<file path="config.mk">
export PLATFORM = sky130hd
export DESIGN_NAME = axil_regmap_slave_flat
export DESIGN_NICKNAME = d
export VERILOG_FILES = /design/src/rtl/axil_regmap_slave_if.sv /design/src/rtl/axil_regmap_slave.sv /design/src/flat_wrapper.sv
export SDC_FILE = /design/constraint.sdc
export NUM_CORES = 1
export LEC_CHECK = 0
export ABC_CLOCK_PERIOD_IN_PS = 4550
export CAP_MARGIN = 20
export CORE_ASPECT_RATIO = 0.9
export CORE_MARGIN = 10
export CORE_UTILIZATION = 53
export CTS_BUF_LIST = sky130_fd_sc_hd__clkbuf_4
export CTS_CLUSTER_DIAMETER = 150
export DETAILED_ROUTE_END_ITERATION = 8
export PLACE_DENSITY = 0.77
export SLEW_MARGIN = 25
export SYNTH_ARGS = -nofsm -noshare
export SYNTH_HDL_FRONTEND = slang
export SYNTH_SLANG_ARGS = --single-unit
</file>
<file path="constraint.sdc">
create_clock -name i_clk -period 4.55 [get_ports i_clk]
set_input_delay 0.6825 -clock i_clk [delete_from_list [all_inputs] [get_ports i_clk]]
set_output_delay 0.6825 -clock i_clk [all_outputs]
set_load 0.01 [all_outputs]
</file>
<file path="src/rtl/axil_regmap_slave_if.sv">
// AXI-Lite bundle between the firewall master port and its downstream targets.
// N is the byte-lane count (data is 8*N bits); A is the address width.
interface if_axil #(
  parameter int N = 4,
  parameter int A = 32
) ();
  logic [A-1:0]   awaddr;
  logic           awvalid;
  logic           awready;
  logic [8*N-1:0] wdata;
  logic [N-1:0]   wstrb;
  logic           wvalid;
  logic           wready;
  logic [1:0]     bresp;
  logic           bvalid;
  logic           bready;
  logic [A-1:0]   araddr;
  logic           arvalid;
  logic           arready;
  logic [8*N-1:0] rdata;
  logic [1:0]     rresp;
  logic           rvalid;
  logic           rready;

  modport master (
    output awaddr, awvalid, input awready,
    output wdata, wstrb, wvalid, input wready,
    input bresp, bvalid, output bready,
    output araddr, arvalid, input arready,
    input rdata, rresp, rvalid, output rready
  );

  modport slave (
    input awaddr, awvalid, output awready,
    input wdata, wstrb, wvalid, output wready,
    output bresp, bvalid, input bready,
    input araddr, arvalid, output arready,
    output rdata, rresp, rvalid, input rready
  );
endinterface

</file>
<file path="src/rtl/axil_regmap_slave.sv">
// AXI-Lite register bank with OKAY/SLVERR/DECERR decode and per-channel stall control.
// Define AXIL_REGMAP_ID_EN to add a read-only ID register just above the R/W bank.
module axil_regmap_slave #(
  parameter int                  G_ADDR_W = 32,
  parameter int                  G_DATA_W = 32,
  parameter logic [G_ADDR_W-1:0] G_BASE   = 'h100,
  parameter int                  G_REG_N  = 4,
  parameter logic [31:0]         G_ID     = 32'hA5A5_0001
) (
  input  logic       i_clk,
  input  logic       i_rst,
  input  logic       i_err,
  input  logic [4:0] i_hsk_ena,
  if_axil.slave      s_axil,
  output logic [1:0] dbg_state
);

  localparam logic [1:0] RESP_OKAY   = 2'b00;
  localparam logic [1:0] RESP_SLVERR = 2'b10;
  localparam logic [1:0] RESP_DECERR = 2'b11;
  localparam int         STRB_W      = G_DATA_W / 8;

  localparam logic [G_ADDR_W-1:0] REG_SPAN = G_ADDR_W'(4 * G_REG_N);
  localparam logic [G_ADDR_W-1:0] ID_ADDR  = G_BASE + REG_SPAN;

`ifdef AXIL_REGMAP_ID_EN
  localparam bit ID_EN = 1'b1;
`else
  localparam bit ID_EN = 1'b0;
`endif

  typedef enum logic {W_IDLE, W_RESP} w_state_t;
  typedef enum logic {R_IDLE, R_DATA} r_state_t;

  w_state_t w_state, w_state_n;
  r_state_t r_state, r_state_n;

  logic [G_DATA_W-1:0] regs [G_REG_N];

  function automatic logic in_regs(input logic [G_ADDR_W-1:0] addr);
    return (addr >= G_BASE) && ((addr - G_BASE) < REG_SPAN);
  endfunction

  function automatic logic [3:0] reg_idx(input logic [G_ADDR_W-1:0] addr);
    return 4'((addr - G_BASE) >> 2);
  endfunction

  // Error injection and misalignment outrank the address-range check.
  function automatic logic [1:0] decode(input logic [G_ADDR_W-1:0] addr,
                                        input logic err, input logic wr);
    if (err || addr[1:0] != 2'b00) return RESP_SLVERR;
    if (in_regs(addr)) return RESP_OKAY;
    if (ID_EN && addr == ID_ADDR) return wr ? RESP_SLVERR : RESP_OKAY;
    return RESP_DECERR;
  endfunction

  // Handshakes: a transfer happens on an edge where valid && ready are both 1.
  // A valid, once raised, is held until its transfer; i_hsk_ena only masks the
  // visible ready/valid and never discards a pending beat.

  // ---------------- write channel ----------------
  logic                aw_rdy, w_rdy, aw_got, w_got;
  logic [G_ADDR_W-1:0] aw_addr_q;
  logic [G_DATA_W-1:0] w_data_q;
  logic [STRB_W-1:0]   w_strb_q;
  logic [1:0]          bresp_q;
  logic                aw_hs, w_hs, b_hs, w_fire;
  logic [G_ADDR_W-1:0] w_addr_eff;
  logic [G_DATA_W-1:0] w_data_eff;
  logic [STRB_W-1:0]   w_strb_eff;
  logic [1:0]          w_resp;
  logic [3:0]          w_idx;

  assign s_axil.awready = aw_rdy & i_hsk_ena[0];
  assign s_axil.wready  = w_rdy & i_hsk_ena[1];
  assign s_axil.bvalid  = (w_state == W_RESP) & i_hsk_ena[2];
  assign s_axil.bresp   = bresp_q;

  assign aw_hs = s_axil.awvalid & s_axil.awready;
  assign w_hs  = s_axil.wvalid & s_axil.wready;
  assign b_hs  = s_axil.bvalid & s_axil.bready;

  // The later of the two beats may still be on the bus, so merge it with the latch.
  assign w_fire     = (w_state == W_IDLE) && (aw_got || aw_hs) && (w_got || w_hs);
  assign w_addr_eff = aw_got ? aw_addr_q : s_axil.awaddr;
  assign w_data_eff = w_got ? w_data_q : s_axil.wdata;
  assign w_strb_eff = w_got ? w_strb_q : s_axil.wstrb;
  assign w_resp     = decode(w_addr_eff, i_err, 1'b1);
  assign w_idx      = reg_idx(w_addr_eff);

  always_comb begin
    w_state_n = w_state;
    case (w_state)
      W_IDLE: if (w_fire) w_state_n = W_RESP;
      W_RESP: if (b_hs) w_state_n = W_IDLE;
    endcase
  end

  always_ff @(posedge i_clk or negedge i_rst) begin
    if (!i_rst) begin
      w_state   <= W_IDLE;
      aw_rdy    <= 1'b0;
      w_rdy     <= 1'b0;
      aw_got    <= 1'b0;
      w_got     <= 1'b0;
      aw_addr_q <= '0;
      w_data_q  <= '0;
      w_strb_q  <= '0;
      bresp_q   <= RESP_OKAY;
    end else begin
      w_state <= w_state_n;
      // Readies are registered, so they reopen one cycle after the response completes.
      aw_rdy  <= (w_state == W_IDLE) && (w_state_n == W_IDLE) && !(aw_got || aw_hs);
      w_rdy   <= (w_state == W_IDLE) && (w_state_n == W_IDLE) && !(w_got || w_hs);
      if (w_fire) begin
        aw_got  <= 1'b0;
        w_got   <= 1'b0;
        bresp_q <= w_resp;
      end else begin
        if (aw_hs) begin
          aw_got    <= 1'b1;
          aw_addr_q <= s_axil.awaddr;
        end
        if (w_hs) begin
          w_got    <= 1'b1;
          w_data_q <= s_axil.wdata;
          w_strb_q <= s_axil.wstrb;
        end
      end
    end
  end

  always_ff @(posedge i_clk or negedge i_rst) begin
    if (!i_rst) begin
      for (int i = 0; i < G_REG_N; i++) regs[i] <= '0;
    end else if (w_fire && w_resp == RESP_OKAY) begin
      for (int i = 0; i < G_REG_N; i++) begin
        if (w_idx == 4'(i)) begin
          for (int b = 0; b < STRB_W; b++) begin
            if (w_strb_eff[b]) regs[i][8*b +: 8] <= w_data_eff[8*b +: 8];
          end
        end
      end
    end
  end

  // ---------------- read channel ----------------
  logic                rdy_en;
  logic                ar_hs, r_hs;
  logic [1:0]          r_resp, rresp_q;
  logic [G_DATA_W-1:0] r_sel, r_data_n, rdata_q;
  logic [3:0]          r_idx;

  assign s_axil.arready = rdy_en & (r_state == R_IDLE) & i_hsk_ena[3];
  assign s_axil.rvalid  = (r_state == R_DATA) & i_hsk_ena[4];
  assign s_axil.rresp   = rresp_q;
  assign s_axil.rdata   = rdata_q;

  assign ar_hs = s_axil.arvalid & s_axil.arready;
  assign r_hs  = s_axil.rvalid & s_axil.rready;
  assign r_idx = reg_idx(s_axil.araddr);

  // regs is sampled before a same-edge write lands, so a colliding read sees the old value.
  always_comb begin
    r_sel = '0;
    for (int i = 0; i < G_REG_N; i++) begin
      if (r_idx == 4'(i)) r_sel = regs[i];
    end
    r_resp   = decode(s_axil.araddr, i_err, 1'b0);
    r_data_n = '0;
    if (r_resp == RESP_OKAY) r_data_n = in_regs(s_axil.araddr) ? r_sel : G_DATA_W'(G_ID);
  end

  always_comb begin
    r_state_n = r_state;
    case (r_state)
      R_IDLE: if (ar_hs) r_state_n = R_DATA;
      R_DATA: if (r_hs) r_state_n = R_IDLE;
    endcase
  end

  always_ff @(posedge i_clk or negedge i_rst) begin
    if (!i_rst) begin
      r_state <= R_IDLE;
      rdy_en  <= 1'b0;
      rresp_q <= RESP_OKAY;
      rdata_q <= '0;
    end else begin
      r_state <= r_state_n;
      rdy_en  <= 1'b1;
      if (ar_hs) begin
        rresp_q <= r_resp;
        rdata_q <= r_data_n;
      end
    end
  end

  assign dbg_state = {r_state == R_DATA, w_state == W_RESP};

endmodule

</file>
<file path="src/flat_wrapper.sv">
// flat-port wrapper written by rule: the top's interface ports become plain ports
module axil_regmap_slave_flat 
#(
  parameter int                  G_ADDR_W = 32,
  parameter int                  G_DATA_W = 32,
  parameter logic [G_ADDR_W-1:0] G_BASE   = 'h100,
  parameter int                  G_REG_N  = 4,
  parameter logic [31:0]         G_ID     = 32'hA5A5_0001
)
  (i_clk, i_rst, i_err, i_hsk_ena, dbg_state, s_axil_awaddr, s_axil_awvalid, s_axil_awready, s_axil_wdata, s_axil_wstrb, s_axil_wvalid, s_axil_wready, s_axil_bresp, s_axil_bvalid, s_axil_bready, s_axil_araddr, s_axil_arvalid, s_axil_arready, s_axil_rdata, s_axil_rresp, s_axil_rvalid, s_axil_rready);
  if_axil #(.N(4), .A(32)) s_axil_i ();
  input  logic i_clk;
  input  logic i_rst;
  input  logic i_err;
  input  logic [4:0] i_hsk_ena;
  output logic [1:0] dbg_state;
  input wire logic [$bits(s_axil_i.awaddr)-1:0] s_axil_awaddr;
  input wire logic [$bits(s_axil_i.awvalid)-1:0] s_axil_awvalid;
  output wire logic [$bits(s_axil_i.awready)-1:0] s_axil_awready;
  input wire logic [$bits(s_axil_i.wdata)-1:0] s_axil_wdata;
  input wire logic [$bits(s_axil_i.wstrb)-1:0] s_axil_wstrb;
  input wire logic [$bits(s_axil_i.wvalid)-1:0] s_axil_wvalid;
  output wire logic [$bits(s_axil_i.wready)-1:0] s_axil_wready;
  output wire logic [$bits(s_axil_i.bresp)-1:0] s_axil_bresp;
  output wire logic [$bits(s_axil_i.bvalid)-1:0] s_axil_bvalid;
  input wire logic [$bits(s_axil_i.bready)-1:0] s_axil_bready;
  input wire logic [$bits(s_axil_i.araddr)-1:0] s_axil_araddr;
  input wire logic [$bits(s_axil_i.arvalid)-1:0] s_axil_arvalid;
  output wire logic [$bits(s_axil_i.arready)-1:0] s_axil_arready;
  output wire logic [$bits(s_axil_i.rdata)-1:0] s_axil_rdata;
  output wire logic [$bits(s_axil_i.rresp)-1:0] s_axil_rresp;
  output wire logic [$bits(s_axil_i.rvalid)-1:0] s_axil_rvalid;
  input wire logic [$bits(s_axil_i.rready)-1:0] s_axil_rready;
  assign s_axil_i.awaddr = s_axil_awaddr;
  assign s_axil_i.awvalid = s_axil_awvalid;
  assign s_axil_awready = s_axil_i.awready;
  assign s_axil_i.wdata = s_axil_wdata;
  assign s_axil_i.wstrb = s_axil_wstrb;
  assign s_axil_i.wvalid = s_axil_wvalid;
  assign s_axil_wready = s_axil_i.wready;
  assign s_axil_bresp = s_axil_i.bresp;
  assign s_axil_bvalid = s_axil_i.bvalid;
  assign s_axil_i.bready = s_axil_bready;
  assign s_axil_i.araddr = s_axil_araddr;
  assign s_axil_i.arvalid = s_axil_arvalid;
  assign s_axil_arready = s_axil_i.arready;
  assign s_axil_rdata = s_axil_i.rdata;
  assign s_axil_rresp = s_axil_i.rresp;
  assign s_axil_rvalid = s_axil_i.rvalid;
  assign s_axil_i.rready = s_axil_rready;
  axil_regmap_slave #(.G_ADDR_W(G_ADDR_W), .G_DATA_W(G_DATA_W), .G_BASE(G_BASE), .G_REG_N(G_REG_N), .G_ID(G_ID)) u_core (.i_clk(i_clk), .i_rst(i_rst), .i_err(i_err), .i_hsk_ena(i_hsk_ena), .s_axil(s_axil_i), .dbg_state(dbg_state));
endmodule
</file>
# Yosys cells after proc, flatten, opt, wreduce, memory -nomap -nowiden
# Index checks and enable logic that the tools add are counted.
[classes]
addsub = 2
reduce_logical = 40
eq_ne = 6
muxes = 33
n_lt_le_gt_ge = 4
bitwise = 15
[op_table]
columns = ["cell", "n"]
rows = [
  ["two-way mux 32 bit", 8],
  ["greater-or-equal comparator 32 x 9 -> 1 bit, second input constant", 2],
  ["< comparator 32 x 5 -> 1 bit, second input constant", 2],
  ["subtractor 32 x 9 -> 32 bit, second input constant", 2],
  ["AND reduction 3 bit", 16],
  ["equality test 4 x 2 -> 1 bit, second input constant", 4],
  ["two-way mux 2 bit", 8],
  ["two-way mux 1 bit", 14],
  ["AND 1 bit", 11],
  ["equality test 4 x 1 -> 1 bit, second input constant", 2],
  ["logical AND 1 bit", 8],
  ["zero test 4 bit", 2],
  ["nonzero test 2 bit", 4],
  ["zero test 2 bit", 2],
  ["logical OR 1 bit", 4],
  ["two-way mux 4 bit", 1],
  ["inverter 1 bit", 4],
  ["one-hot mux 1 bit (2 select lines)", 2],
  ["AND reduction 2 bit", 2],
  ["zero test 1 bit", 2],
]
[word_totals]
input_bits = 113
register_bits = 239
word_cells = 129
out_inout_bits = 43

# Longest topological paths before layout
[depth]
depth_word = 11
mapped_depth = 11
depth_no_buf = 7

# Worst setup path after synthesis
# Ideal clock, no wire load.
[synth_path]
path_type = "input-to-reg"
start = "input port s_axil_awaddr[13]"
end = "register u_core.regs[0] (netlist name)"
required_time_ps = 4425
path_buffers = 2
arrival_time_ps = 3596
cell_stages = 9
slack_ps = 829
setup_time_ps = 125
path_cell_list = "or4_1 a222oi_1 and4_1 mux2i_1 o21ai_1 buf_4 buf_6 nor4b_4 mux2_4"
[synth_via]
elab_chain_len = 11
elab_cells_between_ends = 13
classes_between = "add/sub: 1; order compare: 2; mux: 6; reduce/logical: 4"
[synth_rtl]
columns = ["item", "line", "text"]
rows = [
  ["start, declared", "flat_wrapper.sv:17", "input wire logic [$bits(s_axil_i.awaddr)-1:0] s_axil_awaddr;"],
  ["two-way mux 32 bit (*)", "axil_regmap_slave.sv:85", "assign w_addr_eff = aw_got ? aw_addr_q : s_axil.awaddr;"],
  ["subtractor 32 x 9 -> 32 bit", "axil_regmap_slave.sv:41", "return (addr >= G_BASE) && ((addr - G_BASE) < REG_SPAN);"],
  ["< comparator 32 x 5 -> 1 bit", "axil_regmap_slave.sv:41", ""],
  ["logical AND 1 bit (*)", "axil_regmap_slave.sv:41", ""],
  ["two-way mux 1 bit (2 in series)", "axil_regmap_slave.sv:52", "if (in_regs(addr)) return RESP_OKAY;"],
  ["two-way mux 2 bit (*)", "axil_regmap_slave.sv:53", "if (ID_EN && addr == ID_ADDR) return wr ? RESP_SLVERR : RESP_OKAY;"],
  ["two-way mux 2 bit (*)", "axil_regmap_slave.sv:52", ""],
  ["zero test 2 bit (*)", "axil_regmap_slave.sv:136", "end else if (w_fire && w_resp == RESP_OKAY) begin"],
  ["logical AND 1 bit (*)", "axil_regmap_slave.sv:136", ""],
  ["AND reduction 3 bit (no source line) (*)", "n/a", ""],
  ["end signal, assigned by index", "axil_regmap_slave.sv:140", "if (w_strb_eff[b]) regs[i][8*b +: 8] <= w_data_eff[8*b +: 8];"],
  ["end, declared", "axil_regmap_slave.sv:38", "logic [G_DATA_W-1:0] regs [G_REG_N];"],
]
# Mark *: on every way between the ends. The rest lies on a longest branch, timed or not. The select of a mux whose other input is x is not followed.
# A chain may end at the register's enable or synchronous reset.

# Final worst setup path
[layout_path]
start = "register u_core.aw_got"
end = "register u_core.regs[66] (netlist name)"
[layout_via]
elab_chain_len = 11
elab_cells_between_ends = 20
classes_between = "add/sub: 1; order compare: 2; eq/ne: 1; mux: 7; reduce/logical: 9"
[layout_rtl]
columns = ["item", "line", "text"]
rows = [
  ["start, declared", "axil_regmap_slave.sv:62", "logic aw_rdy, w_rdy, aw_got, w_got;"],
  ["start signal, assigned", "axil_regmap_slave.sv:104", "aw_got <= 1'b0;"],
  ["start signal, assigned", "axil_regmap_slave.sv:116", "aw_got <= 1'b0;"],
  ["start signal, assigned", "axil_regmap_slave.sv:121", "aw_got <= 1'b1;"],
  ["two-way mux 32 bit", "axil_regmap_slave.sv:85", ""],
  ["subtractor 32 x 9 -> 32 bit", "axil_regmap_slave.sv:41", ""],
  ["< comparator 32 x 5 -> 1 bit", "axil_regmap_slave.sv:41", ""],
  ["logical AND 1 bit", "axil_regmap_slave.sv:41", ""],
  ["two-way mux 1 bit (2 in series)", "axil_regmap_slave.sv:52", ""],
  ["two-way mux 2 bit", "axil_regmap_slave.sv:53", ""],
  ["two-way mux 2 bit", "axil_regmap_slave.sv:52", ""],
  ["zero test 2 bit", "axil_regmap_slave.sv:136", ""],
  ["logical AND 1 bit", "axil_regmap_slave.sv:136", ""],
  ["AND reduction 3 bit (no source line) (*)", "n/a", ""],
]
# Marked as above.

==> impl_metrics.yaml <==
power_and_ir_drop:
  powerDensity_mw_per_mm2: 425
  p_sw_share_pct: 29.4
  finalPower_mw: 6.18
  leakagePower_nw: 6.67
  p_int_mw: 4.36
  switchingPower_mw: 1.81
  p_clk_share_pct: 33.7
  max-vdd-ir-drop_mv: 0.235
  p_seq_share_pct: 43.4
  pwr-share-comb_pct: 22.9
finish:
  multi_input_area_mm2: 0.00541
  seq_area_mm2: 0.00598
  final_nets: 1162
  final_common_cell: "dfrtp_1"
  fill_cells: 1540
  mostFrequentLayoutCells: "dfrtp_1, mux2_2, clkdlybuf4s50_1"
  stdcell_count: 1386
  drive_above_1_share_pct: 40.8
  area_delta_synth_final_pct: 25.0
yosys:
  postSynthCellCount: 833
  ys_seq_area_share_pct: 51.5
  synth_cell_types: 55
  synthXorXnorAreaFrac_pct: 0.151
  synth_edf_count: 0
  synth_top_family_by_area: "multiplexers"
  synth-simple-area-share_pct: 9.10
  syn_nets: 946
  synth_flop_cell: "dfrtp_1"
  postSynthAreaPerCell_um2: 13.9
  yosys_register_bits: 239
  synthAdderAreaFrac_pct: 0
  synth_compound_area_share_pct: 5.61
  yosysWarnings: 0
  synth.cell_area_mm2: 0.0116
  synth.mux.area_fraction_pct: 31.4
  async_flop_share_pct: 100
placement:
  hpwlAfterDp_um: 18800
  place_congestion: 0.818
  numPortBuffers: 155
  placed_cells: 1272
global_route:
  grt_pass1_wl_um: 45500
  grt_overflow: 0
  first_global_vias: 8441
  antenna_found_initial: 1
  grt_util_all_layers_pct: 19.7
  grt_max_degree: 105
detailed_routing:
  drc_errors: 0
  vias_per_cell: 5.66
  wl_per_cell_um: 20.0
  drt_iter0_drc: 569
  drt-total-wl_um: 27800
  vias: 7850
  drtPass1Iterations: 5
  antenna_left: 0
clock_network:
  cts-root-buf: "clkbuf_4"
  clk_latency_ps: 660
  cts.sinks: 239
  cts_inserted_buffers: 66
  hold_buffers: 0
  htreeDepth: 3
  cts_max_path_buffers: 3
  post_cts_buffers: 0
  ctsResizeCount: 0
  clk_pin_slew_worst_paths_ps: 70
  cts_tree: "built"
setup_path:
  timing.critical_path.mode_cell: "buf_4"
  worstPathMaxFanout: 25
  cp.arrival_ps: 4330
  cp_slowest_cell: "nor4b_4"
  slowest_delay_ps: 800
  end_kind: "flip-flop"
  path_cells: "buf_4 > or3b_1 > a222oi_1 > buf_4 > and4_1 > mux2i_1 > o21ai_4 > buf_12 > nor4b_4 > mux2_4"
  worstPathRequired_ps: 5080
  worstSetupStartpointType: "flip-flop"
  worstSetupPathType: "flip-flop to flip-flop"
timing:
  rsz0062_at_grt: "false"
  tightest_slew_ps: 940
  skew_ps: 32.8
  fmax_mhz: 263
  period_share_pct: 83.6
  setup-violations-final: 0
  drv_slew: 0
  hold_viol_final: 0
  timing.setup.tns_ps: 0
  slew_headroom_pct: 37.2
  min_period_ps: 3800
floorplan:
  pin_count: 156
  dieArea_mm2: 0.0283
  rows: 51
  die_width_um: 176
  die_h_um: 160
  coreArea_mm2: 0.0216
  start_util_pct: 53.7
run:
  cap_violations: 0
min_path:
  hold_path.class: "input port to async pin"
outcome:
  status: "finished clean"
-- critical path: cells and delay by family (launching register included) --
| family | cells | cell delay, ps |
|---|---|---|
| and+or+nand+nor | 3 | 1400 |
| buffers and inverters | 3 | 720 |
| muxes | 2 | 660 |
| DFF | 1 | 480 |
| AOI/OAI and AO/OA | 2 | 390 |
-- cells in the mapped netlist, drive strengths merged, types with 3 or more instances --
| cell | instances | area share [%] |
|---|---|---|
| or3b | 3 | 0.23 |
| o21ai | 30 | 1.3 |
| nor4b | 18 | 3.4 |
| nand4 | 6 | 0.32 |
| nand2b | 4 | 0.22 |
| mux4 | 11 | 2.1 |
| mux2i | 10 | 0.86 |
| buf | 13 | 0.99 |
| or3 | 3 | 0.16 |
| o211ai | 3 | 0.19 |
| nor4 | 13 | 0.70 |
| or4 | 6 | 0.39 |
| dlygate4sd1 | 3 | 0.23 |
| nor2 | 38 | 1.2 |
| dfrtp | 239 | 51 |
| and2 | 4 | 0.22 |
| nand2 | 39 | 1.3 |
| o22ai | 24 | 1.3 |
| nor3 | 7 | 0.30 |
| a32o | 11 | 0.95 |
| a21oi | 14 | 0.60 |
| inv | 6 | 0.19 |
| clkbuf | 25 | 0.81 |
| mux2 | 272 | 28 |
-- cells by family (layout without fill, tap and decap cells) --
family / count (synthesis) / in the layout
other: 1 / 2
buffers and inverters: 47 / 308
multiplexers: 293 / 293
flip-flops: 239 / 239
AND/OR/NAND/NOR: 152 / 152
AO/OA/AOI/OAI: 99 / 99
XOR/XNOR: 2 / 2
-- state kept, by name, summed over array words and instances, names as in the netlist --
| signal | count |
|---|---|
| u_core.w_rdy | 1 |
| u_core.r_state | 1 |
| u_core.aw_rdy | 1 |
| u_core.rdy_en | 1 |
| u_core.w_data_q | 32 |
| u_core.regs | 128 |
| u_core.s_axil.rdata | 32 |
| u_core.s_axil.rresp | 2 |
| u_core.w_got | 1 |
| u_core.w_state | 1 |
| u_core.s_axil.bresp | 2 |
| u_core.aw_addr_q | 32 |
| u_core.w_strb_q | 4 |
| u_core.aw_got | 1 |
-- power groups by stage --
| stage | Combinational [mW] | Sequential, mW | Clock (mW) |
|---|---|---|---|
| 2_1_floorplan | 0.994 | 2.62 | 0 |
| 3_3_place_gp | 1.38 | 2.69 | 0 |
| 3_5_place_dp | 1.41 | 2.71 | 0 |
| 4_1_cts | 1.42 | 2.67 | 2.13 |
| 5_1_grt | 1.55 | 2.72 | 2.25 |
| 6_report | 1.42 | 2.68 | 2.08 |
-- stage by stage --
stage	setup WS, ps	utilization, %	hold WS, ps	instance area [um2]
floorplan	829	-	387	11600
detailed placement	149	63.0	475	13600
finish	746	67.1	64.2	14500
global placement	277	63.0	467	13600
CTS	705	67.1	52.0	14500
global route	478	67.1	77.7	14500
-- per-layer routing --
layer	up-vias	GRT usage [%]	part of all wire [%]
met2	223	29.7	46
met3	47	4.48	5.7
met5	-	0	0
met4	0	7.86	2.0
met1	3997	27.1	46
li1	3583	-	-
-- layout make-up --
cell class | count | share of cell area [%]
flip-flops and latches | 239 | 41.2
clock buffers | 96 | 4.96
multi-input cells | 547 | 37.3
inverters | 6 | 0.155
clock inverters | 17 | 1.18
diodes | 1 | 0.0172
well taps | 291 | 2.51
repair buffers | 189 | 12.7
-- worst paths after layout --
kind / from / to / slack [ps] / cells past startpoint
setup / recovery: u_core.aw_got / u_core.regs[66] / 750 / 10
hold / removal: i_rst / u_core.aw_got / 60 / 1
setup reg to reg: u_core.aw_got / u_core.regs[66] / 750 / 10
hold reg to reg: u_core.s_axil.rdata[27] / u_core.s_axil.rdata[27] / 480 / 2
max in group asynchronous: i_rst / u_core.w_data_q[8] / 3450 / 2
min in group i_clk: u_core.s_axil.rdata[27] / u_core.s_axil.rdata[27] / 480 / 2
No activity file was read; power rests on OpenSTA's default activity.
